==> config.mk <==
export PLATFORM = sky130hd
export DESIGN_NAME = vga_scan_gen
export DESIGN_NICKNAME = d
export VERILOG_FILES = /design/src/rtl/vga_timing_pkg.sv /design/src/rtl/sync_delay.sv /design/src/rtl/vga_scan_gen.sv
export SDC_FILE = /design/constraint.sdc
export NUM_CORES = 1
export LEC_CHECK = 0
export CAP_MARGIN = 20
export CORE_ASPECT_RATIO = 0.75
export CORE_MARGIN = 2
export CORE_UTILIZATION = 46
export DETAILED_ROUTE_END_ITERATION = 10
export GPL_TIMING_DRIVEN = 1
export PLACE_DENSITY = 0.75
export REMOVE_ABC_BUFFERS = 1
export SLEW_MARGIN = 30
export SYNTH_ARGS = -nofsm -noshare
export SYNTH_HDL_FRONTEND = slang
export SYNTH_SLANG_ARGS = --single-unit
==> constraint.sdc <==
create_clock -name vga_clk -period 1.6 [get_ports vga_clk]
set_input_delay 0.32 -clock vga_clk [delete_from_list [all_inputs] [get_ports vga_clk]]
set_output_delay 0.32 -clock vga_clk [all_outputs]
set_load 0.02 [all_outputs]
==> src/rtl/vga_timing_pkg.sv <==
`default_nettype none
// ============================================================================
// vga_timing_pkg : default 640x480@60 timing constants and derived totals
// Revision       : 1.0
// ============================================================================
package vga_timing_pkg;

    localparam int unsigned DEF_H_VISIBLE       = 640;
    localparam int unsigned DEF_H_FRONT         = 16;
    localparam int unsigned DEF_H_SYNC          = 96;
    localparam int unsigned DEF_H_BACK          = 48;
    localparam int unsigned DEF_V_VISIBLE       = 480;
    localparam int unsigned DEF_V_FRONT         = 10;
    localparam int unsigned DEF_V_SYNC          = 2;
    localparam int unsigned DEF_V_BACK          = 33;
    localparam int unsigned DEF_PIPE_DELAY      = 2;
    localparam int unsigned DEF_FRAMES_PER_ANIM = 15;
    localparam int unsigned DEF_ANIM_COUNT      = 2;

    localparam int unsigned H_TOTAL      = DEF_H_VISIBLE + DEF_H_FRONT + DEF_H_SYNC + DEF_H_BACK;
    localparam int unsigned V_TOTAL      = DEF_V_VISIBLE + DEF_V_FRONT + DEF_V_SYNC + DEF_V_BACK;
    localparam int unsigned H_SYNC_START = DEF_H_VISIBLE + DEF_H_FRONT;
    localparam int unsigned V_SYNC_START = DEF_V_VISIBLE + DEF_V_FRONT;

    // Counter width that never collapses to zero bits for single-value ranges.
    function automatic int unsigned clog2_min1(input int unsigned n);
        return (n <= 1) ? 1 : $clog2(n);
    endfunction

endpackage
`default_nettype wire

==> src/rtl/sync_delay.sv <==
`default_nettype none
// ============================================================================
// sync_delay : DEPTH-stage 1-bit shift register, stages reset to 1
// Revision   : 1.0
// ============================================================================
module sync_delay #(
    parameter int unsigned DEPTH = 2
) (
    input  logic clk_i,
    input  logic rst_ni,
    input  logic d_i,
    output logic q_o
);

    generate
        if (DEPTH == 0) begin : g_bypass
            logic w_unused;
            assign w_unused = clk_i ^ rst_ni;
            assign q_o      = d_i;
        end else begin : g_pipe
            logic [DEPTH-1:0] sr_q;

            always_ff @(posedge clk_i or negedge rst_ni) begin
                if (!rst_ni) begin
                    sr_q <= '1;
                end else begin
                    sr_q[0] <= d_i;
                    for (int i = 1; i < int'(DEPTH); i++) begin
                        sr_q[i] <= sr_q[i-1];
                    end
                end
            end

            assign q_o = sr_q[DEPTH-1];
        end
    endgenerate

endmodule
`default_nettype wire

==> src/rtl/vga_scan_gen.sv <==
`default_nettype none
// ============================================================================
// vga_scan_gen : free-running VGA raster counters, delayed syncs, frame pulse
//                and animation-frame index
// Revision     : 1.0
// ============================================================================
module vga_scan_gen
    import vga_timing_pkg::*;
#(
    parameter  int unsigned H_VISIBLE       = DEF_H_VISIBLE,
    parameter  int unsigned H_FRONT         = DEF_H_FRONT,
    parameter  int unsigned H_SYNC          = DEF_H_SYNC,
    parameter  int unsigned H_BACK          = DEF_H_BACK,
    parameter  int unsigned V_VISIBLE       = DEF_V_VISIBLE,
    parameter  int unsigned V_FRONT         = DEF_V_FRONT,
    parameter  int unsigned V_SYNC          = DEF_V_SYNC,
    parameter  int unsigned V_BACK          = DEF_V_BACK,
    parameter  int unsigned PIPE_DELAY      = DEF_PIPE_DELAY,
    parameter  int unsigned FRAMES_PER_ANIM = DEF_FRAMES_PER_ANIM,
    parameter  int unsigned ANIM_COUNT      = DEF_ANIM_COUNT,
    localparam int unsigned SEL_W           = clog2_min1(ANIM_COUNT)
) (
    input  logic             vga_clk,
    input  logic             reset_n,
    input  logic             anim_pause,
    output logic [9:0]       DrawX,
    output logic [9:0]       DrawY,
    output logic             blank,
    output logic             hs,
    output logic             vs,
    output logic             frame_start,
    output logic [SEL_W-1:0] anim_sel
);

    localparam int unsigned FCNT_W = clog2_min1(FRAMES_PER_ANIM);

    localparam logic [9:0] H_VIS      = 10'(H_VISIBLE);
    localparam logic [9:0] V_VIS      = 10'(V_VISIBLE);
    localparam logic [9:0] H_LAST     = 10'(H_VISIBLE + H_FRONT + H_SYNC + H_BACK - 1);
    localparam logic [9:0] V_LAST     = 10'(V_VISIBLE + V_FRONT + V_SYNC + V_BACK - 1);
    localparam logic [9:0] H_SYNC_BEG = 10'(H_VISIBLE + H_FRONT);
    localparam logic [9:0] H_SYNC_END = 10'(H_VISIBLE + H_FRONT + H_SYNC - 1);
    localparam logic [9:0] V_SYNC_BEG = 10'(V_VISIBLE + V_FRONT);
    localparam logic [9:0] V_SYNC_END = 10'(V_VISIBLE + V_FRONT + V_SYNC - 1);

    localparam logic [FCNT_W-1:0] FCNT_LAST = FCNT_W'(FRAMES_PER_ANIM - 1);
    localparam logic [SEL_W-1:0]  SEL_LAST  = SEL_W'(ANIM_COUNT - 1);

    logic [9:0]        hc_q, hc_d;
    logic [9:0]        vc_q, vc_d;
    logic [FCNT_W-1:0] fcnt_q, fcnt_d;
    logic [SEL_W-1:0]  sel_q, sel_d;
    logic              fs_q, fs_d;
    logic              line_end;
    logic              frame_wrap;
    logic              raw_hs;
    logic              raw_vs;

    always_comb begin
        line_end   = (hc_q == H_LAST);
        frame_wrap = line_end && (vc_q == V_LAST);

        hc_d = line_end ? 10'd0 : hc_q + 10'd1;
        vc_d = vc_q;
        if (line_end) begin
            vc_d = (vc_q == V_LAST) ? 10'd0 : vc_q + 10'd1;
        end

        fs_d   = frame_wrap;
        fcnt_d = fcnt_q;
        sel_d  = sel_q;
        // Animation state only moves on the frame edge, so anim_sel is stable per frame.
        if (frame_wrap && !anim_pause) begin
            if (fcnt_q == FCNT_LAST) begin
                fcnt_d = '0;
                sel_d  = (sel_q == SEL_LAST) ? '0 : sel_q + 1'b1;
            end else begin
                fcnt_d = fcnt_q + 1'b1;
            end
        end
    end

    always_ff @(posedge vga_clk or negedge reset_n) begin
        if (!reset_n) begin
            hc_q   <= '0;
            vc_q   <= '0;
            fcnt_q <= '0;
            sel_q  <= '0;
            fs_q   <= 1'b0;
        end else begin
            hc_q   <= hc_d;
            vc_q   <= vc_d;
            fcnt_q <= fcnt_d;
            sel_q  <= sel_d;
            fs_q   <= fs_d;
        end
    end

    assign raw_hs = !((hc_q >= H_SYNC_BEG) && (hc_q <= H_SYNC_END));
    assign raw_vs = !((vc_q >= V_SYNC_BEG) && (vc_q <= V_SYNC_END));

    // Syncs lag by the mapper RGB latency so they leave the chip with their pixel.
    sync_delay #(.DEPTH(PIPE_DELAY)) u_hs_dly (
        .clk_i  (vga_clk),
        .rst_ni (reset_n),
        .d_i    (raw_hs),
        .q_o    (hs)
    );

    sync_delay #(.DEPTH(PIPE_DELAY)) u_vs_dly (
        .clk_i  (vga_clk),
        .rst_ni (reset_n),
        .d_i    (raw_vs),
        .q_o    (vs)
    );

    assign DrawX       = hc_q;
    assign DrawY       = vc_q;
    assign blank       = (hc_q < H_VIS) && (vc_q < V_VIS);
    assign frame_start = fs_q;
    assign anim_sel    = sel_q;

endmodule
`default_nettype wire

==> summary.md, run 1 <==
| Metric | Value |
|---|---|
| Status | `finished with violations` |
| Failing checks | `setup timing` |
| # fillers | `195` |
| Slew margin rel. | `0.746` |
| Worst-Skew Late Latency | `0.29 ns` |
| Clk sink count | `30` |
| Global-route wire length before repair | `6140 um` |
| Synth top cells by count | `dfrtp_1 (26), nand3_1 (10), o21ai_0 (9)` |
| Critical Path RT | `approximately 1.8 ns` |
| Clock transition at path regs | `approximately 0.07 ns` |
| Core footprint | `about 3000 um2` |
| Fmax | `slightly below 600 MHz` |
| FP Rows | `17` |
| PortBufs | `27` |
| Layout cells sized above 1 | `0.391` |
| Final #Nets | `roughly 220` |
| Top cells by area, synth | `dfrtp_1 (44%), dfstp_2 (7.1%), ha_1 (4.3%)` |
| Synthesized flop and latch total | `30` |
| Leading register cell type out of synthesis | `dfrtp_1` |
| Max capacitance violation total | `0` |
| Pwr/cell area | `between 500 and 600 nW/um2` |
| Leakage Power | `roughly 1.2 nW` |
| Most used standard cell by instance count after synthesis | `dfrtp_1` |
| Post-synth EDFFs | `0` |
| Root Driver | `clkbuf_8` |
| DR pass1 iterations | `4` |
| Seq/Total Area, Yosys | `0.514` |
| Post-Place Cells | `232` |
| Area leader, netlist | `dfrtp_1` |
| WP buf/inv | `2` |
| Number of buffers created by CTS | `5` |
| CP startpoint kind | `flip-flop` |
| Yosys cell types | `41` |
| Routed vias | `roughly 1400` |
| Final setup vio count | `8` |
| Die area | `approximately 3700 um2` |
| Period utilization | `1.08` |
| Final WL | `between 3000 and 4000 um` |
| Syn Inst Count | `between 100 and 150` |
| Initial Util | `0.490` |
| Mapped cell area | `1470 um2` |
| CP Cell Sequence | `inv_2, ha_1, nor4bb_4, nand3_1, buf_6, o41a_1, a31o_2` |
| Synth Area per Inst | `~11 um2` |
| N_diodes | `0` |
| Die boundary width | `between 60 and 70 um` |
| Max IR drop VDD | `0.548 mV` |
| Worst path top cell family by delay | `compound AO/OA/AOI/OAI gates` |
| Setup ws final | `-0.128 ns` |
| Largest net degree at the start of global routing | `31` |
| WL/cell | `around 16 um` |
| Worst Tran Pin Value | `between 0.3 and 0.4 ns` |
| Initial antenna violation count | `0` |
| Slew Limit Fails | `0` |
| Io pins | `28` |
| RSZ-0062 raised after global routing | `yes` |
| Critical path class | `reg2reg` |
| Total global-route track usage | `0.226` |
| Detailed-placement wirelength estimate | `roughly 2600 um` |
| Routed Antenna Nets | `0` |
| Critical Path Fanout Max | `6` |
| Count of final hold-check violations | `0` |
| GPL Wtd Cong | `roughly 0.84` |
| Slowest-stage cell, CP | `dfrtp_1` |
| Critical path arrival | `between 1.5 and 2 ns` |
| Remaining routing DRC violations | `0` |
| Post-synthesis async set-or-reset flop share | `1.00` |
| Yosys warns | `0` |
| Critical Path End Type | `flip-flop` |
| Setup TNS | `-0.653 ns` |
| Clock tree buffer depth | `2` |
| Largest stage delay, worst path | `about 0.40 ns` |
| Clk_skew | `between 0.005 and 0.006 ns` |
| Vias in the first global route | `about 1300` |
| Remaining Overflow, GRT | `0` |
| Die H | `53.0 um` |
| DP Worst Slack | `-0.291 ns` |
| Htree depth | `2` |
| Starting DRC count in detailed routing | `approximately 110` |
| Avg Vias per Cell | `5.39` |
| Area Overhead vs Synth | `56.3%` |
| CTS tree | `built` |
| Clock period minus worst slack | `1.73 ns` |
| Worst hold path class | `reg2reg` |
| Finished Layout Cells | `253` |
| Yosys top cell area share | `0.443` |
[metrics by stage]
| stage | cell area (um2) | utilization | hold WS [ns] | total power [mW] |
|---|---|---|---|---|
| global route | 2300 | 0.766 | 0.355 | 1.43 |
| detailed placement | 2020 | 0.672 | 0.350 | 0.797 |
| CTS | 2190 | 0.731 | 0.351 | 1.37 |
| global placement | 2020 | 0.672 | 0.347 | 0.796 |
| floorplan | 1450 | - | 0.0244 | 0.773 |
| finish | 2300 | 0.766 | 0.354 | 1.37 |
[layer usage]
metal  GRT usage  vias up  routed length [um]  share of wire
met2       0.407       47                2050           0.51
met3      0.0724        9                 206          0.052
met1       0.255      668                1670           0.42
met4      0.0915        0                  76          0.019
li1            -      640                   -              -
met5           0        -                   0              0
[repair_timing]
| action | in CTS | in global routing |
|---|---|---|
| pin swaps | 9 | 12 |
| gates resized for setup | 48 | 20 |
| hold endpoints to repair | 0 | 0 |
| gates cloned | 1 | 0 |
| endpoints found under the setup margin | 32 | 20 |
| hold buffers | 0 | 0 |
| setup buffers | 5 | 7 |
[where the power goes]
part | switching [mW] | leakage (nW) | internal [mW]
Sequential | 0 | 0.389 | 0.759
Clock | 0.288 | 0.0450 | 0.301
Combinational | 0.0169 | 0.722 | 0.00744
[sequential cells by signal, summed over array words and instances, names as in the netlist]
register,count
u_vs_dly.g_pipe.sr_q,2
u_hs_dly.g_pipe.sr_q,2
anim_sel,1
DrawX,10
fcnt_q,4
DrawY,10
frame_start,1
[final cells by class]
cell class                      instances  area (um2)  area share
Timing Repair Buffer                   73         608       0.265
Sequential cell                        30         757       0.329
Inverter                                7        26.3      0.0114
Clock inverter                          2        10.0     0.00435
Tap cell                               38        47.5      0.0207
Multi-Input combinational cell         97         777       0.338
Clock buffer                            6        72.6      0.0316
[cells in the final DEF (no fill, tap or decap), types with 3 or more instances in the layout]
cell / synthesis / layout
o21ai_1: 0 / 4
or3_4: 1 / 3
dlygate4sd2_1: 0 / 19
xnor2_1: 6 / 6
nor3_1: 7 / 4
a21oi_2: 1 / 3
nand4_1: 4 / 4
clkdlybuf4s50_1: 0 / 3
nor3_4: 0 / 3
dfrtp_1: 26 / 25
o21ai_0: 9 / 4
xor2_1: 5 / 5
and2_1: 4 / 4
nor2_1: 6 / 5
nand3_1: 10 / 10
clkbuf_8: 0 / 5
dfstp_2: 4 / 4
buf_6: 1 / 7
nand2_1: 8 / 8
ha_1: 5 / 5
buf_4: 0 / 38
inv_1: 7 / 5
[logic make-up after synthesis]
group           synth area share
xor+xnor                  0.0655
mux                       0.0221
simple gates               0.232
flops                      0.514
buf+inv                   0.0315
fa+ha+maj                 0.0426
compound gates            0.0919
[path summary, 6_finish.rpt]
| kind | from | end | slack (ns) | cells after the start |
|---|---|---|---|---|
| max | DrawY[1] | fcnt_q[1] | -0.13 | 7 |
| min | u_vs_dly.g_pipe.sr_q[0] | u_vs_dly.g_pipe.sr_q[1] | 0.35 | 0 |
| max reg2reg | DrawY[1] | fcnt_q[1] | -0.13 | 7 |
| min reg2reg | u_vs_dly.g_pipe.sr_q[0] | u_vs_dly.g_pipe.sr_q[1] | 0.35 | 0 |
| max in group asynchronous | reset_n | u_vs_dly.g_pipe.sr_q[0] | 0.87 | 2 |
| min in group asynchronous | reset_n | DrawX[6] | 0.42 | 2 |
No activity file was read; power rests on OpenSTA's default activity.
==> inputs of run 2 (changes only) <==
- PLACE_DENSITY: 0.75 -> 0.79
==> run 2 against run 1 <==
The run still ends with setup timing left. Global-route usage rose by 1.8 points. Sequential share of layout area barely moved. Clock-buffer cell count fell by 1. Sequential power barely moved.
==> summary.md, run 2 (same netlist as run 1, synthesis figures left out) <==
| Metric | Value |
|---|---|
| Status | `finished with violations (unchanged)` |
| Failing checks | `setup timing (unchanged)` |
| Layout cells sized above 1 | `0.406 (was 0.391)` |
| R2R Setup Slk | `-0.15 ns (was -0.13 ns)` |
| Initial Util | `0.490 (unchanged)` |
| Detailed-placement wirelength estimate | `2610 um (was 2600 um)` |
| Tot Pwr | `1.55 mW (was 1.37 mW)` |
| Worst Tran Pin Value | `0.390 ns (was 0.382 ns)` |
| Max capacitance violation total | `0 (unchanged)` |
| Total global-route track usage | `0.245 (was 0.226)` |
| Critical Path Fanout Max | `6 (unchanged)` |
| RSZ-0062 raised after global routing | `yes (unchanged)` |
| Die H | `53.0 um (unchanged)` |
| Clk sink count | `30 (unchanged)` |
| Starting DRC count in detailed routing | `79 (was 107)` |
| Slew margin rel. | `0.740 (was 0.746)` |
| Period utilization | `1.09 (was 1.08)` |
| Vias in the first global route | `1378 (was 1323)` |
| Psw | `324 uW (was 305 uW)` |
| Critical Path RT | `1.78 ns (about the same)` |
| GPL Wtd Cong | `0.855 (was 0.840)` |
| Area Overhead vs Synth | `56.3% (about the same)` |
| Switching share of power | `0.210 (was 0.222)` |
| FP Rows | `17 (unchanged)` |
| Worst setup path end | `fcnt_q[1] (unchanged)` |
| Remaining routing DRC violations | `0 (unchanged)` |
| Worst setup path startpoint | `DrawY[1] (unchanged)` |
| Register Area | `757 um2 (unchanged)` |
| Avg Vias per Cell | `5.46 (was 5.39)` |
| Most common cell after layout, fill and taps aside | `buf_4 (unchanged)` |
| Final WL | `4260 um (was 4000 um)` |
| Io pins | `28 (unchanged)` |
| CTS Hold Bufs | `0 (unchanged)` |
| Clock network fraction of total power | `0.494 (was 0.429)` |
| Initial antenna violation count | `0 (unchanged)` |
| R2R Path End | `fcnt_q[1] (unchanged)` |
| # fillers | `187 (was 195)` |
| Number of buffers created by CTS | `5 (unchanged)` |
| CTS tree | `built (unchanged)` |
| Pwr/cell area | `674 nW/um2 (was 597 nW/um2)` |
| DP Worst Slack | `-0.267 ns (was -0.291 ns)` |
| Post-Place Cells | `232 (unchanged)` |
| Pint | `1.22 mW (was 1.07 mW)` |
| Leakage Power | `1.14 nW (was 1.16 nW)` |
| Root Driver | `clkbuf_8 (unchanged)` |
| Most frequent cells in the layout | `buf_4 (38), dfrtp_1 (25), dlygate4sd2_1 (20), nand3_1 (10), nand2_1 (8) (was buf_4 (38), dfrtp_1 (25), dlygate4sd2_1 (19), nand3_1 (10), nand2_1 (8))` |
| Multi-input logic area | `778 um2 (was 777 um2)` |
| Finished Layout Cells | `250 (was 253)` |
| Reg-to-reg startpoint | `DrawY[1] (unchanged)` |
| Max IR drop VDD | `0.842 mV (was 0.548 mV)` |
| N_diodes | `0 (unchanged)` |
| Comb power frac | `0.016 (was 0.018)` |
| CP startpoint kind | `flip-flop (unchanged)` |
| Hold Path Stages | `0 (unchanged)` |
| Worst-Skew Late Latency | `0.30 ns (was 0.29 ns)` |
| Final Hold Slack | `0.358 ns (was 0.354 ns)` |
| Clock period minus worst slack | `1.75 ns (was 1.73 ns)` |
| Slew Limit Fails | `0 (unchanged)` |
| Worst hold path class | `reg2reg (unchanged)` |
| Critical Path End Type | `flip-flop (unchanged)` |
| Largest net degree at the start of global routing | `31 (unchanged)` |
| Count of final hold-check violations | `0 (unchanged)` |
| Fmax | `573 MHz (was 579 MHz)` |
| Core footprint | `3000 um2 (unchanged)` |
| WL/cell | `17.0 um (was 15.8 um)` |
| Setup ws final | `-0.145 ns (was -0.128 ns)` |
| Htree depth | `2 (unchanged)` |
| DR pass1 iterations | `5 (was 4)` |
| Critical path class | `reg2reg (unchanged)` |
| Die area | `3670 um2 (unchanged)` |
| Die boundary width | `69.3 um (unchanged)` |
| Worst R2R Path Depth | `7 (unchanged)` |
| Flop pwr share | `0.490 (was 0.553)` |
| Placed Area | `2020 um2 (unchanged)` |
| Design Area, Final | `2300 um2 (about the same)` |
| Clock tree buffer depth | `2 (unchanged)` |
| Final setup vio count | `9 (was 8)` |
| PortBufs | `27 (unchanged)` |
| Routed Antenna Nets | `0 (unchanged)` |
| Clock transition at path regs | `0.07 ns (about the same)` |
| Routed vias | `1365 (was 1364)` |
| Final #Nets | `219 (was 222)` |
| Remaining Overflow, GRT | `0 (unchanged)` |
| Clk_skew | `0.00943 ns (was 0.00506 ns)` |
| Critical path arrival | `1.93 ns (was 1.91 ns)` |
| Global-route wire length before repair | `6530 um (was 6140 um)` |
-- run 2: changes by cell type in the layout (fill, tap and decap cells not counted), sizes merged --
cell	change
clkdlybuf4s15	-1
clkbuf	-1
buf	-3
dlygate4sd2	+1
bufinv	+1
-- run 2: timing repair --
action | CTS | global route
pin swaps | 7 | 5
gates cloned | 1 | 0
buffers inserted | 5 | 4
resized for setup | 44 | 25
endpoints found under the setup margin | 33 | 22
-- run 2: power by group through the flow --
stage / Clock, mW / Sequential [mW] / Combinational (mW)
floorplan: 0 / 0.773 / 0.0000269
global placement: 0 / 0.773 / 0.0239
detailed placement: 0 / 0.773 / 0.0245
CTS: 0.774 / 0.759 / 0.0254
global route: 0.817 / 0.758 / 0.0280
finish: 0.765 / 0.759 / 0.0244
-- run 2: metal layers --
metal / track usage / up-vias / routed length [um] / part of all wire
li1: - / 634 / - / -
met1: 0.278 / 686 / 1730 / 0.41
met2: 0.417 / 34 / 2170 / 0.51
met3: 0.0743 / 11 / 219 / 0.051
met4: 0.147 / 0 / 138 / 0.032
met5: 0 / - / 0 / 0
-- run 2: layout make-up --
| type | instances | share of cell area |
|---|---|---|
| clock buffers | 5 | 0.0300 |
| multi-input cells | 97 | 0.339 |
| flip-flops and latches | 30 | 0.330 |
| clock inverters | 3 | 0.0174 |
| repair buffers | 70 | 0.252 |
| inverters | 7 | 0.0114 |
| well taps | 38 | 0.0207 |
-- run 2: stage by stage --
step	setup TNS (ns)	util
finish	-0.785	0.766
global placement	-0.686	0.672
global route	-1.83	0.766
floorplan	-1.54	-
detailed placement	-1.22	0.672
CTS	-0.754	0.730
-- run 2: worst max-delay path: stages (launching register included) --
cell and delay, ns:
dfrtp_1 0.40, inv_2 0.09, ha_4 0.12, nor4bb_4 0.17, nand3_1 0.13, buf_6 0.16
o41a_1 0.36, a31o_2 0.21
-- run 2: worst min-delay path by stage --
stage          slack [ns]                     from                 endpoint
2_1_floorplan        0.02                  reset_n                 DrawX[0]
3_3_place_gp         0.35  u_vs_dly.g_pipe.sr_q[0]  u_vs_dly.g_pipe.sr_q[1]
3_5_place_dp         0.35  u_vs_dly.g_pipe.sr_q[0]  u_vs_dly.g_pipe.sr_q[1]
4_1_cts              0.36  u_vs_dly.g_pipe.sr_q[0]  u_vs_dly.g_pipe.sr_q[1]
5_1_grt              0.36  u_hs_dly.g_pipe.sr_q[0]  u_hs_dly.g_pipe.sr_q[1]
6_report             0.36  u_hs_dly.g_pipe.sr_q[0]  u_hs_dly.g_pipe.sr_q[1]
